===== config.mk =====
export PLATFORM = sky130hd
export DESIGN_NAME = imm_gen_stage_flat
export DESIGN_NICKNAME = d
export VERILOG_FILES = /design/src/rtl/imm_pkg.sv /design/src/rtl/imm_gen_stage_if.sv /design/src/rtl/imm_decode.sv /design/src/rtl/imm_gen_stage.sv /design/src/flat_wrapper.sv
export SDC_FILE = /design/constraint.sdc
export NUM_CORES = 1
export LEC_CHECK = 0
export CORE_MARGIN = 8
export CORE_UTILIZATION = 41
export CTS_BUF_LIST = sky130_fd_sc_hd__clkbuf_4
export DETAILED_ROUTE_END_ITERATION = 12
export PLACE_DENSITY = 0.72
export SKIP_LAST_GASP = 1
export SLEW_MARGIN = 15
export SYNTH_ARGS = -nofsm -noshare
export SYNTH_HDL_FRONTEND = slang
export SYNTH_HIERARCHICAL = 1
export SYNTH_SLANG_ARGS = --single-unit

===== constraint.sdc =====
create_clock -name clk -period 7.99 [get_ports clk]
set_clock_uncertainty 0.1 [all_clocks]
set_input_delay 2.397 -clock clk [delete_from_list [all_inputs] [get_ports clk]]
set_output_delay 2.397 -clock clk [all_outputs]
set_load 0.02 [all_outputs]

===== src/rtl/imm_pkg.sv =====
// Shared definitions for the decode-stage immediate generator.
// Covers base opcodes, instruction format codes and skid-buffer state encoding.
package imm_pkg;

    localparam logic [6:0] OP_REG    = 7'b0110011;
    localparam logic [6:0] OP_REG_32 = 7'b0111011;
    localparam logic [6:0] OP_IMM    = 7'b0010011;
    localparam logic [6:0] OP_IMM_32 = 7'b0011011;
    localparam logic [6:0] OP_LOAD   = 7'b0000011;
    localparam logic [6:0] OP_JALR   = 7'b1100111;
    localparam logic [6:0] OP_SYSTEM = 7'b1110011;
    localparam logic [6:0] OP_STORE  = 7'b0100011;
    localparam logic [6:0] OP_BRANCH = 7'b1100011;
    localparam logic [6:0] OP_LUI    = 7'b0110111;
    localparam logic [6:0] OP_AUIPC  = 7'b0010111;
    localparam logic [6:0] OP_JAL    = 7'b1101111;

    typedef enum logic [2:0] {
        FMT_R    = 3'd0,
        FMT_I    = 3'd1,
        FMT_S    = 3'd2,
        FMT_B    = 3'd3,
        FMT_U    = 3'd4,
        FMT_J    = 3'd5,
        FMT_NONE = 3'd7
    } fmt_t;

    typedef enum logic [1:0] {
        EMPTY = 2'd0,
        FULL  = 2'd1,
        SKID  = 2'd2
    } state_t;

endpackage


===== src/rtl/imm_gen_stage_if.sv =====
// Fetch-side and execute-side valid/ready bundle of the immediate generator.
// slave is the stage's own view; master is the view of whoever drives it.
interface imm_gen_stage_if #(
    parameter int XLEN = 32
);
    logic            in_valid;
    logic            in_ready;
    logic [31:0]     in_instr;
    logic [XLEN-1:0] in_pc;
    logic            out_valid;
    logic            out_ready;
    logic [31:0]     out_instr;
    logic [XLEN-1:0] out_pc;
    logic [XLEN-1:0] out_imm;
    logic [2:0]      out_fmt;
    logic            out_illegal;
    logic [XLEN-1:0] out_target;

    modport master (
        output in_valid, in_instr, in_pc, out_ready,
        input  in_ready, out_valid, out_instr, out_pc, out_imm, out_fmt, out_illegal, out_target
    );

    modport slave (
        input  in_valid, in_instr, in_pc, out_ready,
        output in_ready, out_valid, out_instr, out_pc, out_imm, out_fmt, out_illegal, out_target
    );
endinterface


===== src/rtl/imm_decode.sv =====
// Combinational opcode-to-format classifier and immediate extractor; zero latency,
// no handshake of its own (the enclosing stage registers its result).
module imm_decode
    import imm_pkg::*;
#(
    parameter int XLEN = 32
) (
    input  logic [31:0]     instr,
    output logic [XLEN-1:0] imm,
    output fmt_t            fmt,
    output logic            illegal
);
    localparam bit RV64 = (XLEN == 64);

    logic [6:0] opcode;
    logic [2:0] funct3;

    assign opcode = instr[6:0];
    assign funct3 = instr[14:12];

    always_comb begin
        fmt = FMT_NONE;
        case (opcode)
            OP_REG:                              fmt = FMT_R;
            OP_REG_32:                           fmt = RV64 ? FMT_R : FMT_NONE;
            OP_IMM, OP_LOAD, OP_JALR, OP_SYSTEM: fmt = FMT_I;
            OP_IMM_32:                           fmt = RV64 ? FMT_I : FMT_NONE;
            OP_STORE:                            fmt = FMT_S;
            OP_BRANCH:                           fmt = FMT_B;
            OP_LUI, OP_AUIPC:                    fmt = FMT_U;
            OP_JAL:                              fmt = FMT_J;
            default:                             fmt = FMT_NONE;
        endcase
        illegal = (fmt == FMT_NONE);

        imm = '0;
        case (fmt)
            FMT_I: imm = {{(XLEN-12){instr[31]}}, instr[31:20]};
            FMT_S: imm = {{(XLEN-12){instr[31]}}, instr[31:25], instr[11:7]};
            FMT_B: imm = {{(XLEN-12){instr[31]}}, instr[7], instr[30:25], instr[11:8], 1'b0};
            FMT_U: begin
                imm       = {XLEN{instr[31]}};
                imm[31:0] = {instr[31:12], 12'b0};
            end
            FMT_J: imm = {{(XLEN-20){instr[31]}}, instr[19:12], instr[20], instr[30:21], 1'b0};
            default: imm = '0;
        endcase

        // Shift-immediates carry an unsigned shamt, not a signed I-immediate.
        if (opcode == OP_IMM && (funct3 == 3'b001 || funct3 == 3'b101))
            imm = RV64 ? {{(XLEN-6){1'b0}}, instr[25:20]} : {{(XLEN-5){1'b0}}, instr[24:20]};
    end
endmodule


===== src/rtl/imm_gen_stage.sv =====
// Decode-stage immediate generator behind a two-entry skid buffer: 1-cycle latency, 1/cycle.
// in_ready depends only on registered state; stalls park one extra word in the skid entry.
module imm_gen_stage
    import imm_pkg::*;
#(
    parameter int XLEN = 32
) (
    input  logic           clk,
    input  logic           rst_n,
    input  logic           flush,
    imm_gen_stage_if.slave bus
);
    typedef struct packed {
        logic [31:0]     instr;
        logic [XLEN-1:0] pc;
        logic [XLEN-1:0] imm;
        fmt_t            fmt;
        logic            illegal;
    } entry_t;

    localparam entry_t ENTRY_RST = '{instr: '0, pc: '0, imm: '0, fmt: FMT_NONE, illegal: 1'b0};

    state_t          state, state_nxt;
    logic            live;
    logic            accept;
    logic            load_main, load_skid, skid_to_main;
    entry_t          main_q, skid_q, dec_e;
    logic [XLEN-1:0] dec_imm;
    fmt_t            dec_fmt;
    logic            dec_illegal;

    imm_decode #(.XLEN(XLEN)) u_decode (
        .instr   (bus.in_instr),
        .imm     (dec_imm),
        .fmt     (dec_fmt),
        .illegal (dec_illegal)
    );

    assign dec_e = '{instr: bus.in_instr, pc: bus.in_pc, imm: dec_imm,
                     fmt: dec_fmt, illegal: dec_illegal};

    // live keeps in_ready low throughout reset and rises on the first edge after release.
    assign bus.in_ready = live && (state != SKID);
    assign accept       = bus.in_valid && bus.in_ready;

    always_ff @(posedge clk) begin
        if (!rst_n) begin
            state <= EMPTY;
            live  <= 1'b0;
        end else begin
            state <= state_nxt;
            live  <= 1'b1;
        end
    end

    always_comb begin
        state_nxt    = state;
        load_main    = 1'b0;
        load_skid    = 1'b0;
        skid_to_main = 1'b0;
        if (flush) begin
            state_nxt = EMPTY;
        end else begin
            case (state)
                EMPTY: if (accept) begin
                    state_nxt = FULL;
                    load_main = 1'b1;
                end
                FULL: begin
                    if (accept && bus.out_ready) begin
                        load_main = 1'b1;
                    end else if (accept) begin
                        state_nxt = SKID;
                        load_skid = 1'b1;
                    end else if (bus.out_ready) begin
                        state_nxt = EMPTY;
                    end
                end
                SKID: if (bus.out_ready) begin
                    state_nxt    = FULL;
                    skid_to_main = 1'b1;
                end
                default: state_nxt = EMPTY;
            endcase
        end
    end

    always_ff @(posedge clk) begin
        if (!rst_n) begin
            main_q <= ENTRY_RST;
            skid_q <= ENTRY_RST;
        end else begin
            if (load_main)
                main_q <= dec_e;
            else if (skid_to_main)
                main_q <= skid_q;
            if (load_skid)
                skid_q <= dec_e;
        end
    end

    assign bus.out_valid   = (state != EMPTY);
    assign bus.out_instr   = main_q.instr;
    assign bus.out_pc      = main_q.pc;
    assign bus.out_imm     = main_q.imm;
    assign bus.out_fmt     = main_q.fmt;
    assign bus.out_illegal = main_q.illegal;
    assign bus.out_target  = main_q.pc + main_q.imm;
endmodule


===== src/flat_wrapper.sv =====
// flat-port wrapper written by rule: the top's interface ports become plain ports
module imm_gen_stage_flat import imm_pkg::*;
#(
    parameter int XLEN = 32
)
  (clk, rst_n, flush, bus_in_valid, bus_in_instr, bus_in_pc, bus_out_ready, bus_in_ready, bus_out_valid, bus_out_instr, bus_out_pc, bus_out_imm, bus_out_fmt, bus_out_illegal, bus_out_target);
  imm_gen_stage_if #(.XLEN(XLEN)) bus_i ();
  input  logic clk;
  input  logic rst_n;
  input  logic flush;
  input wire logic [$bits(bus_i.in_valid)-1:0] bus_in_valid;
  input wire logic [$bits(bus_i.in_instr)-1:0] bus_in_instr;
  input wire logic [$bits(bus_i.in_pc)-1:0] bus_in_pc;
  input wire logic [$bits(bus_i.out_ready)-1:0] bus_out_ready;
  output wire logic [$bits(bus_i.in_ready)-1:0] bus_in_ready;
  output wire logic [$bits(bus_i.out_valid)-1:0] bus_out_valid;
  output wire logic [$bits(bus_i.out_instr)-1:0] bus_out_instr;
  output wire logic [$bits(bus_i.out_pc)-1:0] bus_out_pc;
  output wire logic [$bits(bus_i.out_imm)-1:0] bus_out_imm;
  output wire logic [$bits(bus_i.out_fmt)-1:0] bus_out_fmt;
  output wire logic [$bits(bus_i.out_illegal)-1:0] bus_out_illegal;
  output wire logic [$bits(bus_i.out_target)-1:0] bus_out_target;
  assign bus_i.in_valid = bus_in_valid;
  assign bus_i.in_instr = bus_in_instr;
  assign bus_i.in_pc = bus_in_pc;
  assign bus_i.out_ready = bus_out_ready;
  assign bus_in_ready = bus_i.in_ready;
  assign bus_out_valid = bus_i.out_valid;
  assign bus_out_instr = bus_i.out_instr;
  assign bus_out_pc = bus_i.out_pc;
  assign bus_out_imm = bus_i.out_imm;
  assign bus_out_fmt = bus_i.out_fmt;
  assign bus_out_illegal = bus_i.out_illegal;
  assign bus_out_target = bus_i.out_target;
  imm_gen_stage #(.XLEN(XLEN)) u_core (.clk(clk), .rst_n(rst_n), .flush(flush), .bus(bus_i));
endmodule

* Yosys cells after proc, flatten, opt, wreduce, memory -nomap -nowiden
Index checks and enable logic that the tools add are counted.
** Word-level totals
- Register bits after elaboration :: 203
- Output and inout port bits :: 134
- Word-level logic and storage cells :: 73
- Input bits :: 69
** Cells by class
- Mux-type cells :: 22
- $add $sub $neg :: 1
- Reduce and logical (&&, ||, !) cells :: 12
- Bitwise logic cells :: 1
- Equal/unequal tests :: 25
** Operators by type and width (count)
- 2-to-1 mux 100 bit :: 2
- case mux 32 bit (5 select lines) :: 1
- adder 32 bit :: 1
- 2-to-1 mux 32 bit :: 1
- equality test 7 bit (second input constant) :: 4
- equality test 7 x 6 -> 1 bit (second input constant) :: 3
- case mux 3 bit (6 select lines) :: 1
- equality test 7 x 5 -> 1 bit (second input constant) :: 2
- equality test 3 bit (second input constant) :: 4
- 2-to-1 mux 1 bit :: 10
- 2-to-1 mux 2 bit :: 5
- equality test 7 x 2 -> 1 bit (second input constant) :: 1
- equality test 3 x 1 -> 1 bit (second input constant) :: 2
- equality test 3 x 2 -> 1 bit (second input constant) :: 2
- != test 2 bit (second input constant) :: 3
- case mux 2 bit (3 select lines) :: 1
- logical AND 1 bit :: 4
- AND reduction 4 bit :: 1
- nonzero test 2 bit :: 2
- OR reduction 2 bit :: 2
- OR reduction 4 bit :: 1
- != test 3 x 2 -> 1 bit (second input constant) :: 1
- equality test 2 x 1 -> 1 bit (second input constant) :: 1
- equality test 2 bit (second input constant) :: 1
- other kinds (5) :: 5

* Longest topological paths before layout
Gate-level depths: netlist of the first run.
- Depth in word-level cells :: 8
- Gate-level depth with buffers :: 14
- Depth with buffers taken out :: 10

* Hierarchy
The synthesis of the first run kept the hierarchy.
** Modules (own cells, without submodules)
- imm_gen_stage :: sequential area each 4063.9 µm², instances 1, area an instance 9556.7 µm², cells an instance 1128
- imm_decode :: sequential area each 0.0 µm², instances 1, area an instance 713.2 µm², cells an instance 105

* Worst setup path after synthesis of the first run
OpenSTA, ideal clock, no wires.
- Path type :: register to output
- From :: register u_core.main_q (netlist bit u_core/bus.out_pc[0])
- To :: output bus_out_target[30]
- Arrival :: 2.672 ns
- Path buffers :: 0
- Required time :: 5.493 ns
- Setup slack :: 2.821 ns
- Cell stages (with the launch flop) :: 10
- Path through :: dfxtp_1 -> ha_1 -> fa_1 -> a21o_1 -> a221oi_1 -> o21a_1 -> o41ai_2 -> a211oi_1 -> o21ai_0 -> xor2_1
** Between the ends
- Word-level cells in the longest chain between the ends :: 1
** Ends and longest elaborated chain
- start: declaration :: line imm_gen_stage.sv:27 : entry_t main_q, skid_q, dec_e;
- start signal: assignment :: line imm_gen_stage.sv:96 : main_q <= skid_q;
- adder 32 bit :: line imm_gen_stage.sv:108 : assign bus.out_target = main_q.pc + main_q.imm;
- end: declaration :: line flat_wrapper.sv:22 : output wire logic [$bits(bus_i.out_target)-1:0] bus_out_target;
No other way between the ends.

* Worst setup path in the final report of the first run
Ends and elaborated chain as after synthesis.

==> summary.json, run 1 <==
{
  "status": {
    "run_status": "complete, no violations"
  },
  "clock_network": {
    "clockBufferDepth": 3,
    "cts_made_buffers": 55,
    "ctsResizeCount": 0,
    "clock-sinks": 203,
    "post_cts_buffers": 0,
    "clock_tree.htree_level_count": 2,
    "worst_setup_hold_path_clk_slew_ps": 60,
    "clock-root-buffer": "sky130_fd_sc_hd__clkbuf_4",
    "worstSkewPairLatency_ps": 680,
    "cts.hold.buffers_added": 0,
    "tritoncts": "built"
  },
  "grt": {
    "antenna_found_initial": 1,
    "number_of_global_route_vias_before_repair": 9278,
    "grt.overflow.total": 0,
    "grt_pass1_wl_mm": 50.67,
    "total_global_route_track_usage_pct": 20.23,
    "grt_start_max_net_pins": 125
  },
  "place": {
    "place_ws_ps": 2113,
    "hpwlAfterDp_mm": 21.71,
    "routabilityCongestion": 0.8782,
    "portBuffers": 202
  },
  "die": {
    "initial_utilization_pct": 41.26,
    "placeable_core_region_sq_um": 24890,
    "chip_height_microns": 174.3,
    "area_of_the_die_sq_um": 30370,
    "pin_count": 203,
    "floorplan.rows": 58,
    "floorplan.die.width_microns": 174.3
  },
  "setup_path": {
    "startpoint_type_of_the_worst_setup_path": "flip-flop",
    "timing.rr.end": "u_core/bus.out_imm[3]",
    "launching_element_of_the_worst_setup_path": "u_core/bus.out_pc[0]",
    "setup_crit_end_kind": "primary output",
    "crit-reg2reg-launch": "u_core/live",
    "cp.required_ps": 5490,
    "setup.worst_path.end": "bus_out_target[30]",
    "path_class": "flip-flop to primary output",
    "worst_r2r_path_depth": 7,
    "worst-r2r-setup-slack_ps": 5050,
    "worst-endpoint-arrival_ps": 4060,
    "cp_max_fo": 3
  },
  "cells_and_area": {
    "areaGrowthSynthToFinish_pct": 28.07,
    "core_occupancy_in_the_finished_layout_pct": 52.84,
    "post_route_cells_drive_above_1_share_pct": 9.323,
    "nNetsFinal": 1511
  },
  "pwr": {
    "switching_share_pct": 24.81,
    "p_sw_uw": 549.4,
    "power.sequential.fraction_pct": 46.8,
    "power.static_leakage_uw": 0.004770,
    "internal-power_uw": 1665,
    "max-vdd-ir-drop_mv": 0.1158,
    "comb_power_share_pct": 9.3,
    "power_density_nw_per_um2": 168.4,
    "power.share.clock_pct": 43.9
  },
  "sta": {
    "fmaxAchievable_ghz": 0.1526,
    "fraction_of_the_cycle_the_final_worst_path_needs_pct": 82.02,
    "grt_setup_unrepaired": "no",
    "totalNegativeSetupSlack_ps": 0,
    "report.final.setup_viol": 0,
    "finalHoldViolCount": 0,
    "timing_max_transition_violations_final": 0,
    "tightest_slew_ps": 1066,
    "time_the_final_worst_path_needs_with_i_o_delays_and_setup_ps": 6554,
    "maxSlewHeadroom_pct": 28.92,
    "postLayoutSetupSlackWorst_ps": 1436
  },
  "min_path": {
    "holdCritPathClass": "flip-flop to flip-flop",
    "worst_hold_startpoint": "u_core/skid_q[47]"
  },
  "yosys": {
    "syn-cell-area_sq_um": 10270,
    "syn_inst": 1233,
    "synth_area_leader_cell": "sky130_fd_sc_hd__dfxtp_1",
    "synth_top_area_share_pct": 39.57,
    "async_sr_flop_fraction_pct": 0,
    "synth-warning-count": 6,
    "ys_ff_latch": 203,
    "synth_seq_area_share_pct": 39.57,
    "synth.lib_cells_used.distinct": 75,
    "synthesized_nets": 1335,
    "synth_enable_flop_cells": 0,
    "ys_dominant_reg_cell": "sky130_fd_sc_hd__dfxtp_1",
    "avgSynthCellArea_sq_um": 8.329,
    "area_contributors_post_synth": "sky130_fd_sc_hd__dfxtp_1 40%, sky130_fd_sc_hd__a21boi_0 14%, sky130_fd_sc_hd__nand2_1 12%"
  },
  "detailed_routing": {
    "detail-route-antenna-nets": 0,
    "firstDrtPassIters": 5,
    "detail_route.iter0.violations": 682,
    "route.detailed.wl_per_inst_microns": 17.98,
    "vias": 9629,
    "dr_vias_cell": 5.413,
    "wl_mm": 31.99,
    "detail_route.drc_violations": 0
  },
  "flow_run": {
    "maxCapViolations": 0
  }
}
cells by family (layout without fill, tap and decap cells):
kind of cell,Yosys count,after routing,synth area share (%)
and+or+nand+nor,440,440,18.42
AOI/OAI and AO/OA,421,421,30.57
DFF,203,203,39.57
buffers and inverters,100,315,4.203
adders and majority gates,33,33,4.094
xor gates and xnor gates,30,30,2.558
muxes,6,6,0.5848
other,0,1,0
final cells by class:
class	instances	area [sq um]
antenna	1	2.502
clock buffer	85	638.1
clock inverter	11	98.84
timing repair buffer	212	2095
multi-input combinational	930	5816
tap	330	412.9
sequential	203	4064
fill	2329	11740
inverter	7	26.28
layer usage:
layer,up-vias,track usage (%),routed length [microns]
met5,-,0,0
met4,0,6.021,612
met3,55,5.728,2366
met2,322,32.72,14710
met1,4514,25.73,14300
li1,4738,-,-
registers in the layout, indices dropped and copies added (netlist names):
signal	cells
u_core/bus.out_illegal	1
u_core/state	2
u_core/live	1
u_core/skid_q	100
u_core/bus.out_imm	32
u_core/bus.out_pc	32
u_core/bus.out_instr	32
u_core/bus.out_fmt	3
synthesized netlist by cell type (6+ instances only):
library cell               number
sky130_fd_sc_hd__o21ai_0       14
sky130_fd_sc_hd__dfxtp_1      203
sky130_fd_sc_hd__nor2_1        18
sky130_fd_sc_hd__nand3_1       13
sky130_fd_sc_hd__xor2_1        13
sky130_fd_sc_hd__a21o_1        22
sky130_fd_sc_hd__a21oi_1       39
sky130_fd_sc_hd__nor3_1        13
sky130_fd_sc_hd__mux2i_1        6
sky130_fd_sc_hd__clkbuf_1      84
sky130_fd_sc_hd__and2_1         8
sky130_fd_sc_hd__a21boi_0     195
sky130_fd_sc_hd__xnor2_1       17
sky130_fd_sc_hd__inv_1          6
sky130_fd_sc_hd__o21a_1         6
sky130_fd_sc_hd__ha_1          32
sky130_fd_sc_hd__nand2_1      340
sky130_fd_sc_hd__a22oi_1       99
cells in the final DEF, fill, tap and decap left out, types with 17 or more instances in the layout:
| cell type | count |
|---|---|
| sky130_fd_sc_hd__a21o_1 | 22 |
| sky130_fd_sc_hd__nor2_1 | 17 |
| sky130_fd_sc_hd__dfxtp_1 | 203 |
| sky130_fd_sc_hd__a21oi_1 | 39 |
| sky130_fd_sc_hd__clkdlybuf4s50_1 | 201 |
| sky130_fd_sc_hd__a21boi_0 | 195 |
| sky130_fd_sc_hd__xnor2_1 | 17 |
| sky130_fd_sc_hd__a22oi_1 | 99 |
| sky130_fd_sc_hd__ha_1 | 32 |
| sky130_fd_sc_hd__clkbuf_4 | 85 |
| sky130_fd_sc_hd__nand2_1 | 339 |
worst min path at each step:
stage	cells past startpoint	end
after CTS	2	u_core/skid_q[63]
after detailed placement	2	u_core/skid_q[63]
after floorplan	2	u_core/skid_q[1]
after global routing	2	u_core/skid_q[4]
final	2	u_core/skid_q[47]
after global placement	2	u_core/skid_q[1]
per-stage QoR:
step	area [sq um]	instances	hold slack (ps)	power [uW]
2_1_floorplan	10270	1233	340.4	1159
6_report	13150	1779	362.7	2215
4_1_cts	13150	1778	365.4	2245
5_1_grt	13150	1779	383.2	2315
3_3_place_gp	12410	1682	348.6	1264
3_5_place_dp	12410	1682	357.1	1266
critical path: stages, from the launching register on:
cell and delay, ps:
sky130_fd_sc_hd__dfxtp_1 320, sky130_fd_sc_hd__ha_1 250, sky130_fd_sc_hd__fa_1 410, sky130_fd_sc_hd__a21o_1 230, sky130_fd_sc_hd__a221oi_1 360, sky130_fd_sc_hd__o21a_1 270, sky130_fd_sc_hd__o41ai_2 160, sky130_fd_sc_hd__a211oi_1 400
sky130_fd_sc_hd__o21ai_0 160, sky130_fd_sc_hd__xor2_1 210, sky130_fd_sc_hd__clkdlybuf4s50_1 640
power groups by stage:
stage	combinational (uW)	clock, uW	sequential (uW)
after floorplan	87.9	0	1070
after global placement	206	0	1060
after detailed placement	207	0	1060
after CTS	208	1000	1040
after global routing	221	1060	1040
final	207	972	1040
(Power assumes the default switching activity.)
==> run 2, diff against run 1 <==
==> constraint.sdc (replaced) <==
create_clock -name clk -period 6.4 [get_ports clk]
set_clock_uncertainty 0.1 [all_clocks]
set_input_delay 1.92 -clock clk [delete_from_list [all_inputs] [get_ports clk]]
set_output_delay 1.92 -clock clk [all_outputs]
set_load 0.02 [all_outputs]
==> run 2 against run 1 <==
Routed wire length shrank 0.38%. Sequential power grew 24%. Largest cell class unchanged. Sequential share of layout area grew 0.12 points. Highest routed layer unchanged. Cell area shrank 0.37%. Combinational power grew 25%. Clock power grew 14%. Hold slack lost 1.7 ps. Critical endpoint is now bus_out_target[16]. Via count grew 0.12%. Total power grew 20%. Largest power group unchanged. Critical path depth is the same. Register-to-register slack lost 1200 ps. Count of clock-buffer cells in the layout shrank 9.
==> summary.json, run 2 (synthesized netlist as in run 1, its figures left out) <==
{
  "status": {
    "run_status": "complete, no violations"
  },
  "sta": {
    "totalNegativeSetupSlack": {"value": 0, "unit": "ps", "change": "unchanged"},
    "finalHoldViolCount": {"value": 0, "change": "unchanged"},
    "fraction_of_the_cycle_the_final_worst_path_needs_pct": 95.13,
    "maxSlewHeadroom": {"value": 39.66, "unit": "%", "change": "+11 points"},
    "tightest_slew": {"value": 902.9, "unit": "ps", "change": "-163.3 ps"},
    "grt_setup_unrepaired": "no",
    "timing_max_transition_violations_final": {"value": 0, "change": "unchanged"},
    "postLayoutSetupSlackWorst": {"value": 311.6, "unit": "ps", "change": "-1125 ps"},
    "fmaxAchievable_ghz": 0.1642,
    "final.hold.worst_slack": {"value": 361.1, "unit": "ps", "change": "-1.690 ps"},
    "time_the_final_worst_path_needs_with_i_o_delays_and_setup_ps": 6088,
    "report.final.setup_viol": {"value": 0, "change": "unchanged"}
  },
  "detailed_routing": {
    "dr_vias_cell": {"value": 5.444, "change": "+0.58%"},
    "met3_length": {"value": 2.690, "unit": "mm", "change": "+14%"},
    "m1_wl": {"value": 14.04, "unit": "mm", "change": "-1.8%"},
    "routed_length_on_met2": {"value": 14.36, "unit": "mm", "change": "-2.3%"},
    "detail_route.drc_violations": {"value": 0, "change": "unchanged"},
    "detail_route.iter0.violations": {"value": 775, "change": "+14%"},
    "wl": {"value": 31.87, "unit": "mm", "change": "-0.38%"},
    "vias": {"value": 9641, "change": "+0.12%"},
    "firstDrtPassIters": {"value": 8, "change": "+3"},
    "route.detailed.wl_per_inst": {"value": 17.99, "unit": "microns", "change": "about the same"},
    "detail-route-antenna-nets": {"value": 0, "change": "unchanged"},
    "top_layer_used": "met4"
  },
  "die": {
    "placeable_core_region": {"value": 24890, "unit": "sq um", "change": "unchanged"},
    "floorplan.rows": {"value": 58, "change": "unchanged"},
    "chip_height": {"value": 174.3, "unit": "microns", "change": "unchanged"},
    "initial_utilization": {"value": 41.26, "unit": "%", "change": "unchanged"},
    "floorplan.die.width": {"value": 174.3, "unit": "microns", "change": "unchanged"},
    "area_of_the_die": {"value": 30370, "unit": "sq um", "change": "unchanged"},
    "pin_count": {"value": 203, "change": "unchanged"}
  },
  "grt": {
    "grt_start_max_net_pins": {"value": 101, "change": "-19%"},
    "antenna_found_initial": {"value": 1, "change": "unchanged"},
    "grt.overflow.total": {"value": 0, "change": "unchanged"},
    "grt_pass1_wl": {"value": 50.40, "unit": "mm", "change": "-0.54%"},
    "number_of_global_route_vias_before_repair": {"value": 9352, "change": "+0.80%"},
    "total_global_route_track_usage": {"value": 20.00, "unit": "%", "change": "-0.23 points"}
  },
  "cells_and_area": {
    "final_cell_mix": "339 x sky130_fd_sc_hd__nand2_1, 203 x sky130_fd_sc_hd__dfxtp_1, 201 x sky130_fd_sc_hd__clkdlybuf4s50_1",
    "post_route_cells_drive_above_1_share": {"value": 8.819, "unit": "%", "change": "-0.50 points"},
    "stdcell_count": {"value": 1771, "change": "-0.45%"},
    "areaGrowthSynthToFinish_pct": 27.59,
    "top_register": "u_core/skid_q",
    "largest_register_ff_count": {"value": 100, "change": "unchanged"},
    "n_fill_cell": {"value": 2366, "change": "+1.6%"},
    "nNetsFinal": {"value": 1511, "change": "unchanged"},
    "mostFrequentLayoutCell": "sky130_fd_sc_hd__nand2_1"
  },
  "pwr": {
    "power_density": {"value": 202.8, "unit": "nW/um^2", "change": "+20%"},
    "power.static_leakage": {"value": 0.004734, "unit": "uW", "change": "-0.74%"},
    "max-vdd-ir-drop": {"value": 0.1559, "unit": "mV", "change": "+35%"}
  },
  "clock_network": {
    "cts_made_buffers": {"value": 55, "change": "unchanged"},
    "clock_tree.htree_level_count": {"value": 2, "change": "unchanged"},
    "clockBufferDepth": {"value": 3, "change": "unchanged"},
    "tritoncts": "built",
    "worst_setup_hold_path_clk_slew": {"value": 60, "unit": "ps", "change": "about the same"},
    "clock-sinks": {"value": 203, "change": "unchanged"},
    "worstSkewPairLatency": {"value": 660, "unit": "ps", "change": "-20 ps"},
    "cts.hold.buffers_added": {"value": 0, "change": "unchanged"},
    "clock-root-buffer": "sky130_fd_sc_hd__clkbuf_4",
    "post_cts_buffers": {"value": 0, "change": "unchanged"}
  },
  "setup_path": {
    "cp.required": {"value": 4380, "unit": "ps", "change": "-1110 ps"},
    "worst-r2r-setup-slack": {"value": 3820, "unit": "ps", "change": "-1230 ps"},
    "crit-reg2reg-launch": "u_core/state[0]",
    "worst-endpoint-arrival": {"value": 4070, "unit": "ps", "change": "about the same"},
    "worst_r2r_path_depth": {"value": 7, "change": "unchanged"},
    "setup_crit_end_kind": "primary output",
    "timing.rr.end": "u_core/bus.out_imm[20]",
    "startpoint_type_of_the_worst_setup_path": "flip-flop",
    "path_class": "flip-flop to primary output",
    "cp_max_fo": {"value": 3, "change": "unchanged"}
  },
  "place": {
    "place_ws": {"value": 947.0, "unit": "ps", "change": "-1166 ps"},
    "portBuffers": {"value": 202, "change": "unchanged"},
    "hpwlAfterDp": {"value": 21.68, "unit": "mm", "change": "-0.11%"},
    "place.detailed.instances": {"value": 1682, "change": "unchanged"},
    "routabilityCongestion": {"value": 0.8790, "change": "about the same"}
  },
  "min_path": {
    "timing.hold.worst_path_depth": {"value": 2, "change": "unchanged"},
    "hold_path_end": "u_core/skid_q[5]",
    "holdCritPathClass": "flip-flop to flip-flop",
    "worst_hold_startpoint": "u_core/skid_q[5]"
  },
  "flow_run": {
    "maxCapViolations": {"value": 0, "change": "unchanged"}
  }
}
[run 2: worst max-delay path: stages (launching register included)]
cell and delay [ps]:
sky130_fd_sc_hd__dfxtp_1 320, sky130_fd_sc_hd__ha_1 250, sky130_fd_sc_hd__fa_1 430, sky130_fd_sc_hd__a21o_1 230, sky130_fd_sc_hd__a221oi_1 420, sky130_fd_sc_hd__o21a_1 280, sky130_fd_sc_hd__o21ai_0 220, sky130_fd_sc_hd__a31oi_1 320
sky130_fd_sc_hd__o21ai_0 140, sky130_fd_sc_hd__xor2_1 150, sky130_fd_sc_hd__clkdlybuf4s50_1 630
[run 2: power by group]
group | leakage (uW) | internal [uW] | total, uW | switching [uW]
Clock | 0.000388 | 580 | 1110 | 525
Combinational | 0.00271 | 121 | 259 | 138
Sequential | 0.00164 | 1280 | 1290 | 13.0
Total | 0.00473 | 1980 | 2660 | 675
[run 2: layer usage]
layer  GRT usage, %  vias up
li1               -     4720
met1          25.43     4525
met2          31.65      334
met3          6.227       62
met4          6.626        0
met5              0        -
[run 2: repair_timing]
item	CTS	global route
endpoints found under the setup margin	0	1
endpoints found under the hold margin	0	0
resized for setup	0	1
[run 2: worst max-delay path by stage]
stage                                     to                  from  cells past startpoint
after floorplan           bus_out_target[30]  u_core/bus.out_pc[0]                      9
after global placement    bus_out_target[30]  u_core/bus.out_pc[0]                     10
after detailed placement  bus_out_target[30]  u_core/bus.out_pc[0]                     10
after CTS                 bus_out_target[30]  u_core/bus.out_pc[0]                     10
after global routing      bus_out_target[16]  u_core/bus.out_pc[0]                     10
final                     bus_out_target[16]  u_core/bus.out_pc[0]                     10
[run 2: cell type report]
type | instances | area, sq um | share of cell area (%)
Antenna cell | 1 | 2.502 | 0.01910
Sequential cell | 203 | 4064 | 31.01
Clock buffer | 76 | 570.5 | 4.354
Clock inverter | 12 | 75.07 | 0.5729
Inverter | 7 | 26.28 | 0.2005
Multi-Input combinational cell | 930 | 5821 | 44.42
Tap cell | 330 | 412.9 | 3.151
Timing Repair Buffer | 212 | 2132 | 16.27
[run 2: metrics by stage]
stage / utilization [%] / cell area, sq um / total power, uW
after floorplan: - / 10270 / 1446
after global placement: 50.02 / 12450 / 1579
after detailed placement: 50.02 / 12450 / 1581
after CTS: 52.61 / 13100 / 2702
after global routing: 52.64 / 13100 / 2788
final: 52.64 / 13100 / 2658
==> run 3, diff against run 2 <==
--- a/config.mk
+++ b/config.mk
@@ -8,6 +8,7 @@
 export CORE_MARGIN = 8
 export CORE_UTILIZATION = 41
 export CTS_BUF_LIST = sky130_fd_sc_hd__clkbuf_4
+export CTS_CLUSTER_DIAMETER = 30
 export DETAILED_ROUTE_END_ITERATION = 12
 export PLACE_DENSITY = 0.72
 export SKIP_LAST_GASP = 1
==> run 3 against run 2 <==
Non-clock buffer count unchanged. Sequential power about the same. Routed wire length hardly changed. Hold slack barely moved. Via count about the same. Final cell count up 0.96%. Sequential share of layout area fell by 0.29 points. Cell area grew 0.95%. Largest cell class unchanged. Largest power group unchanged.
==> summary.json, run 3 (synthesized netlist as in run 1, its figures left out) <==
{
  "die": {
    "area_of_the_die": {"value": 30370, "unit": "sq um", "change": "unchanged"},
    "initial_utilization": {"value": 41.26, "unit": "%", "change": "unchanged"},
    "floorplan.die.width": {"value": 174.3, "unit": "microns", "change": "unchanged"},
    "pin_count": {"value": 203, "change": "unchanged"},
    "chip_height": {"value": 174.3, "unit": "microns", "change": "unchanged"},
    "floorplan.rows": {"value": 58, "change": "unchanged"},
    "placeable_core_region": {"value": 24890, "unit": "sq um", "change": "unchanged"}
  },
  "clock_network": {
    "worst_setup_hold_path_clk_slew": {"value": 60, "unit": "ps", "change": "about the same"},
    "clock-root-buffer": "sky130_fd_sc_hd__clkbuf_4",
    "clock-sinks": {"value": 203, "change": "unchanged"},
    "worstSkewPairLatency": {"value": 680, "unit": "ps", "change": "+20 ps"},
    "tritoncts": "built",
    "cts_made_buffers": {"value": 58, "change": "+5.5%"},
    "clock_tree.htree_level_count": {"value": 2, "change": "unchanged"},
    "cts.hold.buffers_added": {"value": 0, "change": "unchanged"},
    "clockBufferDepth": {"value": 3, "change": "unchanged"}
  },
  "place": {
    "place.detailed.instances": {"value": 1682, "change": "unchanged"},
    "portBuffers": {"value": 202, "change": "unchanged"},
    "hpwlAfterDp": {"value": 21.68, "unit": "mm", "change": "unchanged"},
    "routabilityCongestion": {"value": 0.8790, "change": "unchanged"}
  },
  "grt": {
    "total_global_route_track_usage": {"value": 20.02, "unit": "%", "change": "+0.023 points"},
    "antenna_found_initial": {"value": 1, "change": "unchanged"},
    "grt.overflow.total": {"value": 0, "change": "unchanged"},
    "grt_pass1_wl": {"value": 50.43, "unit": "mm", "change": "about the same"},
    "number_of_global_route_vias_before_repair": {"value": 9364, "change": "+0.13%"},
    "grt_start_max_net_pins": {"value": 101, "change": "unchanged"}
  },
  "status": {
    "run_status": "complete, no violations"
  },
  "detailed_routing": {
    "m1_wl": {"value": 13.98, "unit": "mm", "change": "-0.43%"},
    "met3_length": {"value": 2.672, "unit": "mm", "change": "-0.67%"},
    "dr_vias_cell": {"value": 5.393, "change": "-0.94%"},
    "detail_route.drc_violations": {"value": 0, "change": "unchanged"},
    "vias": {"value": 9642, "change": "+0.010%"},
    "detail-route-antenna-nets": {"value": 0, "change": "unchanged"},
    "route.detailed.wl_per_inst": {"value": 17.82, "unit": "microns", "change": "-0.94%"},
    "firstDrtPassIters": {"value": 5, "change": "-3"},
    "wl": {"value": 31.87, "unit": "mm", "change": "about the same"},
    "routed_length_on_met2": {"value": 14.57, "unit": "mm", "change": "+1.4%"},
    "top_layer_used": "met4",
    "detail_route.iter0.violations": {"value": 742, "change": "-4.3%"}
  },
  "sta": {
    "fraction_of_the_cycle_the_final_worst_path_needs": {"value": 95.32, "unit": "%", "change": "+0.19 points"},
    "time_the_final_worst_path_needs_with_i_o_delays_and_setup": {"value": 6100, "unit": "ps", "change": "+11.89 ps"},
    "timing_max_transition_violations_final": {"value": 0, "change": "unchanged"},
    "report.final.setup_viol": {"value": 0, "change": "unchanged"},
    "fmaxAchievable": {"value": 0.1639, "unit": "GHz", "change": "-0.19%"},
    "maxSlewHeadroom": {"value": 39.28, "unit": "%", "change": "-0.39 points"},
    "grt_setup_unrepaired": "no",
    "totalNegativeSetupSlack": {"value": 0, "unit": "ps", "change": "unchanged"},
    "tightest_slew": {"value": 908.7, "unit": "ps", "change": "+5.771 ps"},
    "finalHoldViolCount": {"value": 0, "change": "unchanged"}
  },
  "setup_path": {
    "worst_r2r_path_depth": {"value": 7, "change": "unchanged"},
    "worst-endpoint-arrival": {"value": 4080, "unit": "ps", "change": "about the same"},
    "worst-r2r-setup-slack": {"value": 3790, "unit": "ps", "change": "-30 ps"},
    "path_class": "flip-flop to primary output",
    "crit-reg2reg-launch": "u_core/state[0]",
    "setup_crit_end_kind": "primary output",
    "cp_max_fo": {"value": 3, "change": "unchanged"},
    "cp.required": {"value": 4380, "unit": "ps", "change": "about the same"},
    "timing.rr.end": "u_core/bus.out_pc[15]",
    "startpoint_type_of_the_worst_setup_path": "flip-flop"
  },
  "cells_and_area": {
    "areaGrowthSynthToFinish_pct": 28.81,
    "nNetsFinal": {"value": 1514, "change": "+0.20%"},
    "mostFrequentLayoutCell": "sky130_fd_sc_hd__nand2_1",
    "n_fill_cell": {"value": 2343, "change": "-0.97%"},
    "top_register": "u_core/skid_q",
    "final_cell_mix": "339 x sky130_fd_sc_hd__nand2_1, 203 x sky130_fd_sc_hd__dfxtp_1, 201 x sky130_fd_sc_hd__clkdlybuf4s50_1",
    "stdcell_count": {"value": 1788, "change": "+0.96%"},
    "largest_register_ff_count": {"value": 100, "change": "unchanged"},
    "core_occupancy_in_the_finished_layout": {"value": 53.15, "unit": "%", "change": "+0.50 points"},
    "post_route_cells_drive_above_1_share": {"value": 9.677, "unit": "%", "change": "+0.86 points"}
  },
  "min_path": {
    "worst_hold_startpoint": "u_core/skid_q[5]",
    "holdCritPathClass": "flip-flop to flip-flop",
    "hold_path_end": "u_core/skid_q[5]",
    "timing.hold.worst_path_depth": {"value": 2, "change": "unchanged"}
  },
  "pwr": {
    "internal-power": {"value": 2087, "unit": "uW", "change": "+5.3%"},
    "power.share.clock": {"value": 44.5, "unit": "%", "change": "+2.9 points"},
    "p_sw": {"value": 709.9, "unit": "uW", "change": "+5.1%"},
    "max-vdd-ir-drop": {"value": 0.1540, "unit": "mV", "change": "-1.3%"},
    "power.sequential.fraction": {"value": 46.3, "unit": "%", "change": "-2.4 points"},
    "comb_power_share": {"value": 9.3, "unit": "%", "change": "-0.4 points"},
    "switching_share": {"value": 25.38, "unit": "%", "change": "-0.033 points"},
    "power.static_leakage": {"value": 0.004810, "unit": "uW", "change": "+1.6%"},
    "power_density": {"value": 211.4, "unit": "nW/um^2", "change": "+4.2%"}
  },
  "flow_run": {
    "maxCapViolations": {"value": 0, "change": "unchanged"}
  }
}
run 3: cell count changes in the layout (fill, tap and decap cells not counted):
cell,change
sky130_fd_sc_hd__clkinv_2,+4
sky130_fd_sc_hd__inv_2,+1
sky130_fd_sc_hd__clkinv_1,+3
sky130_fd_sc_hd__bufinv_16,+1
sky130_fd_sc_hd__clkbuf_4,+8
run 3: what timing repair did:
action                     CTS  global route
setup endpoints to repair    0             1
buffers inserted             0             0
gates resized for setup      0             1
run 3: worst max-delay path by stage:
stage / startpoint / depth (start not counted) / slack (ps) / to
floorplan: u_core/bus.out_pc[0] / 9 / 1710 / bus_out_target[30]
global placement: u_core/bus.out_pc[0] / 10 / 1020 / bus_out_target[30]
detailed placement: u_core/bus.out_pc[0] / 10 / 950 / bus_out_target[30]
CTS: u_core/bus.out_pc[0] / 10 / 190 / bus_out_target[30]
global route: u_core/bus.out_pc[0] / 10 / 80 / bus_out_target[16]
finish: u_core/bus.out_pc[0] / 10 / 300 / bus_out_target[16]
run 3: power by group through the flow:
stage | Combinational, uW | Clock [uW] | Sequential [uW]
floorplan | 110 | 0 | 1340
global placement | 258 | 0 | 1320
detailed placement | 259 | 0 | 1320
CTS | 260 | 1280 | 1290
global route | 276 | 1360 | 1290
finish | 259 | 1240 | 1290
run 3: layout make-up:
type	instances	area, sq um	area share [%]
inverters	7	26.28	0.1986
multi-input cells	930	5821	44.00
repair buffers	212	2132	16.12
flip-flops and latches	203	4064	30.72
clock inverters	21	140.1	1.059
well taps	330	412.9	3.121
diodes	1	2.502	0.01892
clock buffers	84	630.6	4.767
run 3: metrics by stage:
step | hold WS [ps] | cell area (sq um) | power (uW) | setup slack (ps)
detailed placement | 356.8 | 12450 | 1581 | 947.0
finish | 361.1 | 13230 | 2797 | 299.7
global placement | 348.6 | 12450 | 1579 | 1024
CTS | 365.4 | 13220 | 2838 | 191.7
global route | 379.1 | 13230 | 2930 | 84.93
floorplan | 340.4 | 10270 | 1446 | 1708
run 3: critical path, stage by stage, from the launching register on:
cell                              delay [ps]
sky130_fd_sc_hd__dfxtp_1                 320
sky130_fd_sc_hd__ha_1                    250
sky130_fd_sc_hd__fa_1                    430
sky130_fd_sc_hd__a21o_1                  230
sky130_fd_sc_hd__a221oi_1                410
sky130_fd_sc_hd__o21a_1                  280
sky130_fd_sc_hd__o21ai_0                 220
sky130_fd_sc_hd__a31oi_1                 340
sky130_fd_sc_hd__o21ai_0                 150
sky130_fd_sc_hd__xor2_1                  150
sky130_fd_sc_hd__clkdlybuf4s50_1         630
run 3: per-layer routing:
metal  vias to the layer above  global-route usage (%)
li1                       4737                       -
met1                      4547                   25.18
met2                       300                   32.07
met3                        58                   6.444
met4                         0                   6.199
met5                         -                       0
